--- src/rtl/raster_out.sv ---
// raster_out: display-side sink. A small FIFO absorbs the valid/ready pixel
// stream and a free-running raster generator drains it into rgb/de/hsync/vsync.
// Underflow or a misplaced end-of-frame marker drops into RESYNC, which keeps
// monitor timing alive while flushing to the next frame boundary.
module raster_out #(
  parameter int H_ACTIVE    = 640,
  parameter int H_FP        = 16,
  parameter int H_SYNC      = 96,
  parameter int H_BP        = 48,
  parameter int V_ACTIVE    = 480,
  parameter int V_FP        = 10,
  parameter int V_SYNC      = 2,
  parameter int V_BP        = 33,
  parameter bit SYNC_POL    = 1'b1,
  parameter int FIFO_DEPTH  = 16,
  parameter int FILL_THRESH = 8
) (
  input  logic        clk,
  input  logic        rst_n,
  input  logic        enable,
  input  logic        clr_err,
  input  logic [23:0] in_pixel,
  input  logic        in_valid,
  input  logic        in_last,
  output logic        in_ready,
  output logic [23:0] rgb,
  output logic        de,
  output logic        hsync,
  output logic        vsync,
  output logic        frame_start,
  output logic        underflow,
  output logic        frame_err
);

  localparam int H_TOT = H_ACTIVE + H_FP + H_SYNC + H_BP;
  localparam int V_TOT = V_ACTIVE + V_FP + V_SYNC + V_BP;
  // one spare code so the exclusive sync-end bound always fits
  localparam int HW  = $clog2(H_TOT + 1);
  localparam int VW  = $clog2(V_TOT + 1);
  localparam int AW  = $clog2(FIFO_DEPTH);
  localparam int AW1 = AW + 1;

  localparam logic [HW-1:0] H_ACT   = HW'(H_ACTIVE);
  localparam logic [HW-1:0] H_ALAST = HW'(H_ACTIVE - 1);
  localparam logic [HW-1:0] HS_BEG  = HW'(H_ACTIVE + H_FP);
  localparam logic [HW-1:0] HS_END  = HW'(H_ACTIVE + H_FP + H_SYNC);
  localparam logic [HW-1:0] H_LAST  = HW'(H_TOT - 1);
  localparam logic [VW-1:0] V_ACT   = VW'(V_ACTIVE);
  localparam logic [VW-1:0] V_ALAST = VW'(V_ACTIVE - 1);
  localparam logic [VW-1:0] VS_BEG  = VW'(V_ACTIVE + V_FP);
  localparam logic [VW-1:0] VS_END  = VW'(V_ACTIVE + V_FP + V_SYNC);
  localparam logic [VW-1:0] V_LAST  = VW'(V_TOT - 1);
  localparam logic [AW:0]   DEPTH_C  = AW1'(FIFO_DEPTH);
  localparam logic [AW:0]   THRESH_C = AW1'(FILL_THRESH);

  typedef enum logic [1:0] {S_IDLE, S_WAIT, S_RUN, S_RESYNC} state_t;

  state_t        state_q, state_d;
  logic [HW-1:0] h_q, h_d;
  logic [VW-1:0] v_q, v_d;

  // FIFO: word = {last, pixel}
  logic [24:0]   mem_q [FIFO_DEPTH];
  logic [AW-1:0] wr_ptr_q, wr_ptr_d, rd_ptr_q, rd_ptr_d;
  logic [AW:0]   cnt_q, cnt_d;
  logic          in_ready_q, in_ready_d;
  logic          push, pop, empty;
  logic [24:0]   rd_word;

  logic          running, active, frame_wrap, end_px;
  logic          set_uf, set_fe, found_q, found_d;
  logic [23:0]   pix;

  logic [23:0]   rgb_q, rgb_d;
  logic          de_q, de_d, hsync_q, hsync_d, vsync_q, vsync_d;
  logic          fs_q, fs_d, underflow_q, underflow_d, frame_err_q, frame_err_d;

  assign push    = in_valid & in_ready_q;
  assign empty   = (cnt_q == '0);
  assign rd_word = mem_q[rd_ptr_q];

  assign running    = (state_q == S_RUN) || (state_q == S_RESYNC);
  assign active     = running && (h_q < H_ACT) && (v_q < V_ACT);
  assign frame_wrap = (h_q == H_LAST) && (v_q == V_LAST);
  assign end_px     = (h_q == H_ALAST) && (v_q == V_ALAST);

  // FIFO pointer/occupancy update; ready is registered so it reflects post-edge fullness
  always_comb begin
    wr_ptr_d   = wr_ptr_q + AW'(push);
    rd_ptr_d   = rd_ptr_q + AW'(pop);
    cnt_d      = cnt_q + AW1'(push) - AW1'(pop);
    in_ready_d = (cnt_d != DEPTH_C);
  end

  // FIFO storage, no reset needed: occupancy gates every read
  always_ff @(posedge clk) begin
    if (push) mem_q[wr_ptr_q] <= {in_last, in_pixel};
  end

  // raster counters: held at origin unless the timing is running
  always_comb begin
    h_d = h_q;
    v_d = v_q;
    if (!running) begin
      h_d = '0;
      v_d = '0;
    end else if (h_q == H_LAST) begin
      h_d = '0;
      v_d = (v_q == V_LAST) ? '0 : v_q + 1'b1;
    end else begin
      h_d = h_q + 1'b1;
    end
  end

  // FSM state register
  always_ff @(posedge clk or negedge rst_n) begin
    if (!rst_n) state_q <= S_IDLE;
    else        state_q <= state_d;
  end

  // FSM next state; enable only matters at frame boundaries once running
  always_comb begin
    state_d = state_q;
    case (state_q)
      S_IDLE:   if (enable) state_d = S_WAIT;
      S_WAIT:   if (!enable) state_d = S_IDLE;
                else if (cnt_q >= THRESH_C) state_d = S_RUN;
      S_RUN:    if (set_uf || set_fe) state_d = S_RESYNC;
                else if (frame_wrap && !enable) state_d = S_IDLE;
      S_RESYNC: if (frame_wrap && found_d) state_d = enable ? S_WAIT : S_IDLE;
      default:  state_d = S_IDLE;
    endcase
  end

  // FSM outputs: pop/error decisions and tracking of a discarded end-of-frame word.
  // An early last=1 word is itself the stream boundary, so it counts as found.
  always_comb begin
    pop     = 1'b0;
    set_uf  = 1'b0;
    set_fe  = 1'b0;
    pix     = '0;
    found_d = 1'b0;
    case (state_q)
      S_RUN: if (active) begin
        if (empty) begin
          set_uf = 1'b1;
        end else begin
          pop = 1'b1;
          pix = rd_word[23:0];
          if (rd_word[24] != end_px) begin
            set_fe  = 1'b1;
            found_d = rd_word[24];
          end
        end
      end
      S_RESYNC: begin
        found_d = found_q;
        if (!found_q && !empty) begin
          pop     = 1'b1;
          found_d = rd_word[24];
        end
      end
      default: ;
    endcase
  end

  // next values of the registered display outputs and sticky flags (new error beats clear)
  always_comb begin
    de_d        = active;
    rgb_d       = pix;
    hsync_d     = (running && h_q >= HS_BEG && h_q < HS_END) ? SYNC_POL : ~SYNC_POL;
    vsync_d     = (running && v_q >= VS_BEG && v_q < VS_END) ? SYNC_POL : ~SYNC_POL;
    fs_d        = active && (h_q == '0) && (v_q == '0);
    underflow_d = set_uf | (underflow_q & ~clr_err);
    frame_err_d = set_fe | (frame_err_q & ~clr_err);
  end

  // datapath, counter and output registers
  always_ff @(posedge clk or negedge rst_n) begin
    if (!rst_n) begin
      h_q         <= '0;
      v_q         <= '0;
      wr_ptr_q    <= '0;
      rd_ptr_q    <= '0;
      cnt_q       <= '0;
      in_ready_q  <= 1'b0;
      found_q     <= 1'b0;
      rgb_q       <= '0;
      de_q        <= 1'b0;
      hsync_q     <= ~SYNC_POL;
      vsync_q     <= ~SYNC_POL;
      fs_q        <= 1'b0;
      underflow_q <= 1'b0;
      frame_err_q <= 1'b0;
    end else begin
      h_q         <= h_d;
      v_q         <= v_d;
      wr_ptr_q    <= wr_ptr_d;
      rd_ptr_q    <= rd_ptr_d;
      cnt_q       <= cnt_d;
      in_ready_q  <= in_ready_d;
      found_q     <= found_d;
      rgb_q       <= rgb_d;
      de_q        <= de_d;
      hsync_q     <= hsync_d;
      vsync_q     <= vsync_d;
      fs_q        <= fs_d;
      underflow_q <= underflow_d;
      frame_err_q <= frame_err_d;
    end
  end

  assign in_ready    = in_ready_q;
  assign rgb         = rgb_q;
  assign de          = de_q;
  assign hsync       = hsync_q;
  assign vsync       = vsync_q;
  assign frame_start = fs_q;
  assign underflow   = underflow_q;
  assign frame_err   = frame_err_q;

endmodule

--- config.mk ---
export PLATFORM = sky130hd
export DESIGN_NAME = raster_out
export DESIGN_NICKNAME = d
export VERILOG_FILES = /design/src/rtl/raster_out.sv
export SDC_FILE = /design/constraint.sdc
export NUM_CORES = 1
export LEC_CHECK = 0
export BUFFER_PORTS_ARGS = -buffer_cell sky130_fd_sc_hd__buf_2
export CAP_MARGIN = 20
export CORE_MARGIN = 3
export CORE_UTILIZATION = 50
export CTS_BUF_LIST = sky130_fd_sc_hd__clkbuf_2
export DETAILED_ROUTE_END_ITERATION = 16
export GPL_TIMING_DRIVEN = 0
export PLACE_DENSITY = 0.73
export REMOVE_ABC_BUFFERS = 1
export SLEW_MARGIN = 20
export SYNTH_ARGS = -nofsm -noshare
export SYNTH_HDL_FRONTEND = slang
export SYNTH_SLANG_ARGS = --single-unit
--- constraint.sdc ---
create_clock -name clk -period 9.3 [get_ports clk]
set_clock_uncertainty 0.2 [all_clocks]
set_input_delay 1.86 -clock clk [delete_from_list [all_inputs] [get_ports clk]]
set_output_delay 1.86 -clock clk [all_outputs]
set_load 0.05 [all_outputs]
Word-level counts from Yosys, hierarchy flattened
Memory sizes are Yosys's and may differ from the RTL's.
Index checks and enable logic that the tools add are counted.

word-level totals
  RAM bits = 400
  latch bits = 0
  bits in registers = 67
  memories kept = 1
  output and inout bits = 31
  logic and storage cells = 108
  ROM bits = 0

operators by class
  multipliers = 0
  shift-type cells = 0
  equal/unequal tests = 14
  mux-type cells = 36
  add/subtract/negate cells = 6
  div/mod/pow operators = 0
  reduce and logical (&&, ||, !) cells = 23
  bitwise logic cells = 6
  magnitude comparators = 7

memories
  name   depth  bits a word  rd ports  clocked after Yosys merged registers in  write ports  RTL line  source
  mem_q  16     25           1         0                                        1            63        logic [24:0] mem_q [FIFO_DEPTH];

operators by type and width
  cell                     count
  $mux W24                 3
  $mux W10                 5
  $eq A10 B10 Y1 const B   3
  $add A10 B1 Y10 const B  2
  $logic_not A10 Y1        2
  $lt A10 B10 Y1 const B   2
  $lt A10 B9 Y1 const B    2
  $mux W1                  19
  $logic_and A1 B1 Y1      13
  $mux W2                  6
  $eq A10 B9 Y1 const B    1
  $ge A10 B10 Y1 const B   1
  $ge A10 B9 Y1 const B    1
  $add A4 B1 Y4            2
  $pmux W2 S4              1
  $add A5 B1 Y5            1
  $ge A5 B4 Y1 const B     1
  $logic_not A5 Y1         1
  $ne A5 B5 Y1 const B     1
  $sub A5 B1 Y5            1
  $eq A2 B2 Y1 const B     2
  $ne A2 B1 Y1 const B     2
  $pmux W1 S2              2
  $reduce_and A4 Y1        1
  11 further kinds         17

Longest topological paths before layout
Gate-level depths: netlist of the first run.

  word-level depth = 10
  mapped depth = 14
  mapped depth without buffers = 13

Worst setup path after synthesis of the first run
OpenSTA, ideal clock, no wires.

  path kind = in2reg
  from = in in_valid
  to = mem mem_q[0][0], enable pin
  arrival time = 4.075 ns
  setup slack = 4.587 ns
  library setup time = 0.438 ns
  cell stages on the path = 3
  cell sequence = nand2_1 or3_1 nor3_1

on the way
  word-level cells in the longest chain between the ends = 3

ends and longest elaborated chain
  what                           RTL line  source
  start: declaration             23        input logic in_valid,
  $and A1 B1 Y1                  78        assign push = in_valid & in_ready_q;
  $mux W1                        97        if (push) mem_q[wr_ptr_q] <= {in_last, in_pixel};
  $mux W1 (not written as such)  97
  end: declaration               63

No other way between the ends.

Worst setup path in the final report of the first run
  from = reg rgb_q[22], in the netlist rgb[22]
  to = out rgb[22]

RTL lines
  what                      RTL line  source
  start: declaration        74        logic [23:0] rgb_q, rgb_d;
  start signal: assignment  203       rgb_q <= rgb_d;
  end: declaration          26        output logic [23:0] rgb,

No word-level cell between the ends.

==> flow_metrics.env, run 1 <==
export IMPL_synth_largest_area_cell="edfxtp_1"
export IMPL_clk_latency_ns=0.99
export IMPL_status="finished, final reports clean"
export IMPL_routedWlPerCell_microns=22.5
export IMPL_post_place_cells=1429
export IMPL_dr_pass1_iters=7
export IMPL_endpoint_kind="output port"
export IMPL_synth_cell_area_sq_um=18200
export IMPL_start_util=0.509
export IMPL_grt_overflow=0
export IMPL_criticalPathCategory="reg2out"
export IMPL_vdd_drop_max_mv=0.162
export IMPL_ctsHoldBuffers=0
export IMPL_grt_pass1_wl_microns=56800
export IMPL_synthArstFlopShare=0.143
export IMPL_via_per_inst=5.74
export IMPL_fin_cells=1635
export IMPL_reg2reg_slack_ns=6.10
export IMPL_die_area_sq_um=38700
export IMPL_r2r_end="state_q[0]$_DFFE_PN0P_"
export IMPL_fin_nets=1126
export IMPL_setup_ws_ns=5.64
export IMPL_r2r_start="rd_ptr_q[2]$_DFF_PN0_"
export IMPL_htreeDepth=3
export IMPL_track_usage=0.195
export IMPL_die_y_microns=197
export IMPL_clock_sinks=467
export IMPL_cp_slowest_cell="dfrtp_1"
export IMPL_synth_seq_area_share=0.752
export IMPL_p_leak_nw=7.26
export IMPL_synth_flop_cell="edfxtp_1"
export IMPL_ys_ff_latch=467
export IMPL_cpPeakStageDelay_ns=0.37
export IMPL_path_max_fanout=1
export IMPL_drv_cap=0
export IMPL_path_cells="buf_2"
export IMPL_rsz0062_at_grt="false"
export IMPL_postRouteAntennaNets=0
export IMPL_setup_viol=0
export IMPL_antenna_found_initial=3
export IMPL_rr_worst_depth=7
export IMPL_die_w_microns=197
export IMPL_cts_root_buf="clkbuf_2"
export IMPL_crit_path_start_kind="register"
export IMPL_crit_family="flip-flops"
export IMPL_drtIter0Drc=715
export IMPL_cts_resized=0
export IMPL_synth_edf_count=400
export IMPL_endpoint="rgb[22]"
export IMPL_worst_ep_arrival_time_ns=1.60
export IMPL_cts_setup_buffers=0
export IMPL_vias=9387
export IMPL_yosys_warnings=0
export IMPL_io_pins=61
export IMPL_core_sq_um=35700
export IMPL_maxSlewViolCount=0
export IMPL_hold_slack_ns=0.299
export IMPL_routabilityCongestion=0.763
export IMPL_min_period_ns=3.66
export IMPL_syn_instance_count=920
export IMPL_wirelength_microns=36800
export IMPL_area_growth_pct=13.3
export IMPL_port_buffers=60
export IMPL_setup_tns_ns=0
export IMPL_slew_headroom=0.441
export IMPL_startpoint="rgb[22]$_DFF_PN0_"
export IMPL_clock_path_buffers=3
export IMPL_grt_pass1_vias=9764
export IMPL_worst_pin_slew_ns=0.836
export IMPL_dp_slack_ns=4.93
export IMPL_cts_inserted_buffers=108
export IMPL_hpwl_microns=21800
export IMPL_synth_top_area_share=0.660
export IMPL_clk_pin_slew_ns=0.10
export IMPL_finalCritPeriodShare=0.394
export IMPL_ys_top_cells_by_area="edfxtp_1, mux4_2, dfrtp_1"
export IMPL_synthDistinctLibCells=45
export IMPL_drive_gt1_frac=0.344
export IMPL_cp_buffers_inverters=1
export IMPL_drc=0
export IMPL_max_freq_ghz=0.273
export IMPL_avgSynthCellArea_sq_um=19.8
export IMPL_row_count=69
export IMPL_cp_depth=1
export IMPL_hold_path_class="reg2reg"
export IMPL_worst_ep_required_time_ns=7.24
export IMPL_grt_max_degree=52
export IMPL_hold_viol=0
export IMPL_cts_tree="done"
export IMPL_power_density_nw_per_um2=283
==> synthesized netlist by cell type, drive strengths merged (16+ instances only) <==
cell type  number
clkbuf         27
nor2           30
ha             17
a211oi         48
mux2i          24
nand2          21
dfrtp          67
nor2b          27
mux4          102
buf            21
edfxtp        400
nor3           16
==> flip-flops by register name (all words and copies together) (netlist names) <==
signal,flops
state_q,2
found_q,1
rgb,24
rd_ptr_q,4
de,1
frame_start,1
v_q,10
h_q,10
wr_ptr_q,4
vsync,1
cnt_q,5
underflow,1
hsync,1
frame_err,1
mem_q,400
in_ready,1
==> area by class of cell <==
cell class,instances,area [sq um]
Tap cell,461,577
Timing Repair Buffer,96,915
Sequential cell,467,13700
Clock buffer,167,836
Fill cell,2723,15100
Antenna cell,1,2.50
Inverter,15,56.3
Clock inverter,38,178
Multi-Input combinational cell,390,4370
==> layout by cell type, fill, tap and decap left out, types with 8 or more instances in the layout <==
cell type / n
a211oi_1: 47
a21oi_1: 13
and3_1: 9
buf_16: 11
buf_2: 59
buf_4: 13
clkbuf_2: 167
clkinv_1: 24
clkinv_2: 8
dfrtp_1: 63
edfxtp_1: 400
ha_1: 17
inv_1: 15
mux2i_1: 24
mux4_2: 102
nand2_1: 20
nand3_1: 15
nor2_1: 18
nor2_4: 12
nor2b_1: 27
nor3_1: 12
o21ai_0: 10
xor2_1: 10
==> routing by layer <==
layer / global-route usage / vias to the layer above / wire length, microns
met5: 0 / - / 14
met4: 0.0631 / 4 / 538
met3: 0.0400 / 59 / 2480
met2: 0.314 / 347 / 18400
met1: 0.272 / 4852 / 15300
li1: - / 4125 / -
==> worst register-to-register path, delay by kind of cell (launching register included) <==
kind,cells,cell delay [ns]
AO/OA/AOI/OAI,3,0.42
adder cells (fa/ha/maj),1,0.34
multiplexers,2,0.88
flip-flops,1,0.90
buffers and inverters,1,0.32
==> power by group <==
group          switching, mW  internal (mW)
sequential             0.230           2.56
clock                  0.785          0.487
combinational          0.974          0.810
==> cells by family (layout without fill, tap and decap cells) <==
logic type / after synthesis / after routing / synth area share
flip-flops: 467 / 467 / 0.752
other: 0 / 1 / 0
AO/OA/AOI/OAI: 81 / 81 / 0.0304
buffers and inverters: 63 / 316 / 0.0146
XOR/XNOR: 15 / 15 / 0.00722
adder cells (fa/ha/maj): 18 / 18 / 0.0128
multiplexers: 126 / 126 / 0.139
AND/OR/NAND/NOR: 150 / 150 / 0.0438
==> worst min-delay path by stage <==
stage	startpoint	endpoint	slack, ns	cells past startpoint
floorplan	v_q[9]$_DFFE_PN0P_	vsync$_DFF_PN0_	0.27	1
global placement	underflow$_DFF_PN0_	underflow$_DFF_PN0_	0.27	1
detailed placement	underflow$_DFF_PN0_	underflow$_DFF_PN0_	0.29	1
CTS	underflow$_DFF_PN0_	underflow$_DFF_PN0_	0.31	1
global route	underflow$_DFF_PN0_	underflow$_DFF_PN0_	0.33	1
finish	underflow$_DFF_PN0_	underflow$_DFF_PN0_	0.30	1
==> per-stage QoR <==
| step | area [sq um] | power, mW | utilization |
|---|---|---|---|
| 6_report | 20600 | 5.85 | 0.577 |
| 5_1_grt | 20600 | 6.18 | 0.577 |
| 4_1_cts | 20600 | 5.93 | 0.577 |
| 3_5_place_dp | 19600 | 4.65 | 0.549 |
| 3_3_place_gp | 18900 | 4.64 | 0.528 |
| 2_1_floorplan | 18000 | 4.10 | - |
No activity file was read; power rests on OpenSTA's default activity.
==> run 2: changes to the inputs <==
==> constraint.sdc (replaced) <==
create_clock -name clk -period 3.6 [get_ports clk]
set_clock_uncertainty 0.2 [all_clocks]
set_input_delay 0.72 -clock clk [delete_from_list [all_inputs] [get_ports clk]]
set_output_delay 0.72 -clock clk [all_outputs]
set_load 0.05 [all_outputs]
==> run 2 against run 1 <==
  * Flip-flop and latch count did not move
  * Routed wire length is 0.45% higher
  * Hold slack worse by 0.23 ns
  * Largest cell class unchanged
  * Cell area up 1.4%
  * Combinational power rose to 2.6 times the previous value
  * Sequential share of layout area is 0.89 points lower
  * Worst setup slack lost 5.2 ns
  * Die area is the same
  * Register-to-register slack worse by 5.7 ns
  * Clock power rose to 2.6 times the previous value
==> flow_metrics.env, run 2 (synthesis results as in run 1) <==
export IMPL_cts_resized=0
export IMPL_grt_pass1_vias=9898
export IMPL_min_period_ns=3.19
export IMPL_layout_commonest_cell="edfxtp_1"
export IMPL_crit_path_start_kind="register"
export IMPL_area_growth_pct=14.9
export IMPL_vias=9498
export IMPL_final_area_sq_um=20900
export IMPL_vdd_drop_max_mv=0.435
export IMPL_grt_use_met1=0.275
export IMPL_grt_overflow=0
export IMPL_port_buffers=60
export IMPL_path_max_fanout=39
export IMPL_rr_worst_depth=7
export IMPL_htreeDepth=3
export IMPL_grt_pass1_wl_microns=57200
export IMPL_setup_viol=0
export IMPL_clk_pin_slew_ns=0.12
export IMPL_hold_path_class="in2async"
export IMPL_postRouteAntennaNets=0
export IMPL_clock_path_buffers=3
export IMPL_drc=0
export IMPL_worst_ep_arrival_time_ns=3.77
export IMPL_cts_tree="done"
export IMPL_worst_pin_slew_ns=0.828
export IMPL_r2r_end="state_q[0]$_DFFE_PN0P_"
export IMPL_p_leak_nw=7.38
export IMPL_grtUsageMet2=0.316
export IMPL_io_pins=61
export IMPL_use_met3=0.0383
export IMPL_antenna_found_initial=1
export IMPL_wirelength_microns=36900
export IMPL_rsz0062_at_grt="false"
export IMPL_largest_reg_flops=400
export IMPL_row_count=69
export IMPL_status="finished, final reports clean"
export IMPL_top_usage_layer="met2"
export IMPL_worst_ep_required_time_ns=4.18
export IMPL_power_density_nw_per_um2=724
export IMPL_die_w_microns=197
export IMPL_cts_root_buf="clkbuf_2"
export IMPL_r2r_start="rd_ptr_q[2]$_DFF_PN0_"
export IMPL_criticalPathCategory="reg2reg"
export IMPL_maxSlewViolCount=0
export IMPL_grt_max_degree=52
export IMPL_cts_setup_buffers=0
export IMPL_clk_latency_ns=1.00
export IMPL_hold_viol=0
export IMPL_track_usage=0.196
export IMPL_placed_area_sq_um=19600
export IMPL_drtIter0Drc=696
export IMPL_top_register="mem_q"
export IMPL_reg2reg_slack_ns=0.41
export IMPL_dr_pass1_iters=5
export IMPL_fin_nets=1154
export IMPL_slew_headroom=0.446
export IMPL_finalCritPeriodShare=0.885
export IMPL_clock_sinks=467
export IMPL_drv_cap=0
export IMPL_core_sq_um=35700
export IMPL_endpoint_kind="register"
export IMPL_n_fill_cell=2696
export IMPL_max_freq_ghz=0.314
export IMPL_cts_inserted_buffers=108
export IMPL_hpwl_microns=21800
export IMPL_hold_slack_ns=0.0698
export IMPL_die_area_sq_um=38700
export IMPL_via_per_inst=5.71
export IMPL_die_y_microns=197
export IMPL_routedWlPerCell_microns=22.2
export IMPL_start_util=0.509
export IMPL_layout_common_cells="edfxtp_1, clkbuf_2, mux4_2"
export IMPL_setup_tns_ns=0
export IMPL_drive_gt1_frac=0.336
export IMPL_routabilityCongestion=0.763
[run 2: changes by cell type in the layout (fill, tap and decap cells not counted), sizes merged]
cell	before	now
dlygate4sd3	0	28
[run 2: repair_timing]
action	4_1_cts	5_1_grt
endpoints found under the setup margin	0	0
endpoints found under the hold margin	471	0
hold buffers	28	0
[run 2: critical path, stage by stage (launching register included)]
cell and delay [ns]:
dfrtp_4 0.90, buf_16 0.30, mux4_2 0.36, mux4_2 0.52, ha_1 0.34, a21oi_1 0.08
a211oi_1 0.28, a211oi_2 0.05
[run 2: power by group]
part / switching (mW) / internal, mW / total, mW
combinational: 2.52 / 2.11 / 4.63
clock: 2.04 / 1.26 / 3.30
sequential: 0.602 / 6.62 / 7.22
[run 2: worst max path at each step]
stage                     startpoint                endpoint  slack (ns)
2_1_floorplan  rd_ptr_q[0]$_DFF_PN0_       rgb[23]$_DFF_PN0_       -1.79
3_3_place_gp   rd_ptr_q[0]$_DFF_PN0_       rgb[15]$_DFF_PN0_       -3.59
3_5_place_dp   rd_ptr_q[2]$_DFF_PN0_  state_q[0]$_DFFE_PN0P_        0.37
4_1_cts        rd_ptr_q[2]$_DFF_PN0_  state_q[0]$_DFFE_PN0P_        0.36
5_1_grt        rd_ptr_q[2]$_DFF_PN0_  state_q[0]$_DFFE_PN0P_        0.23
6_report       rd_ptr_q[2]$_DFF_PN0_  state_q[0]$_DFFE_PN0P_        0.41
[run 2: routing by layer]
layer  vias to the layer above  routed length (microns)
met2                       344                    18500
li1                       4184                        -
met3                        56                     2420
met5                         -                        0
met4                         0                      562
met1                      4914                    15400
[run 2: final cells by class]
class	count	area, sq um	share of cell area
multi-input combinational	390	4370	0.209
timing repair buffer	124	1190	0.0571
tap	461	577	0.0276
inverter	15	56.3	0.00269
sequential	467	13700	0.655
clock buffer	167	836	0.0400
clock inverter	38	178	0.00850
antenna	1	2.50	0.000120
[run 2: metrics by stage]
stage               utilization  power, mW  std cells  setup WS (ns)
global placement          0.528       11.6       1393          -3.59
floorplan                     -       10.6        872          -1.79
detailed placement        0.549       12.0       1429          0.372
CTS                       0.585       15.3       1662          0.355
global route              0.585       16.0       1663          0.230
finish                    0.585       15.1       1663          0.414
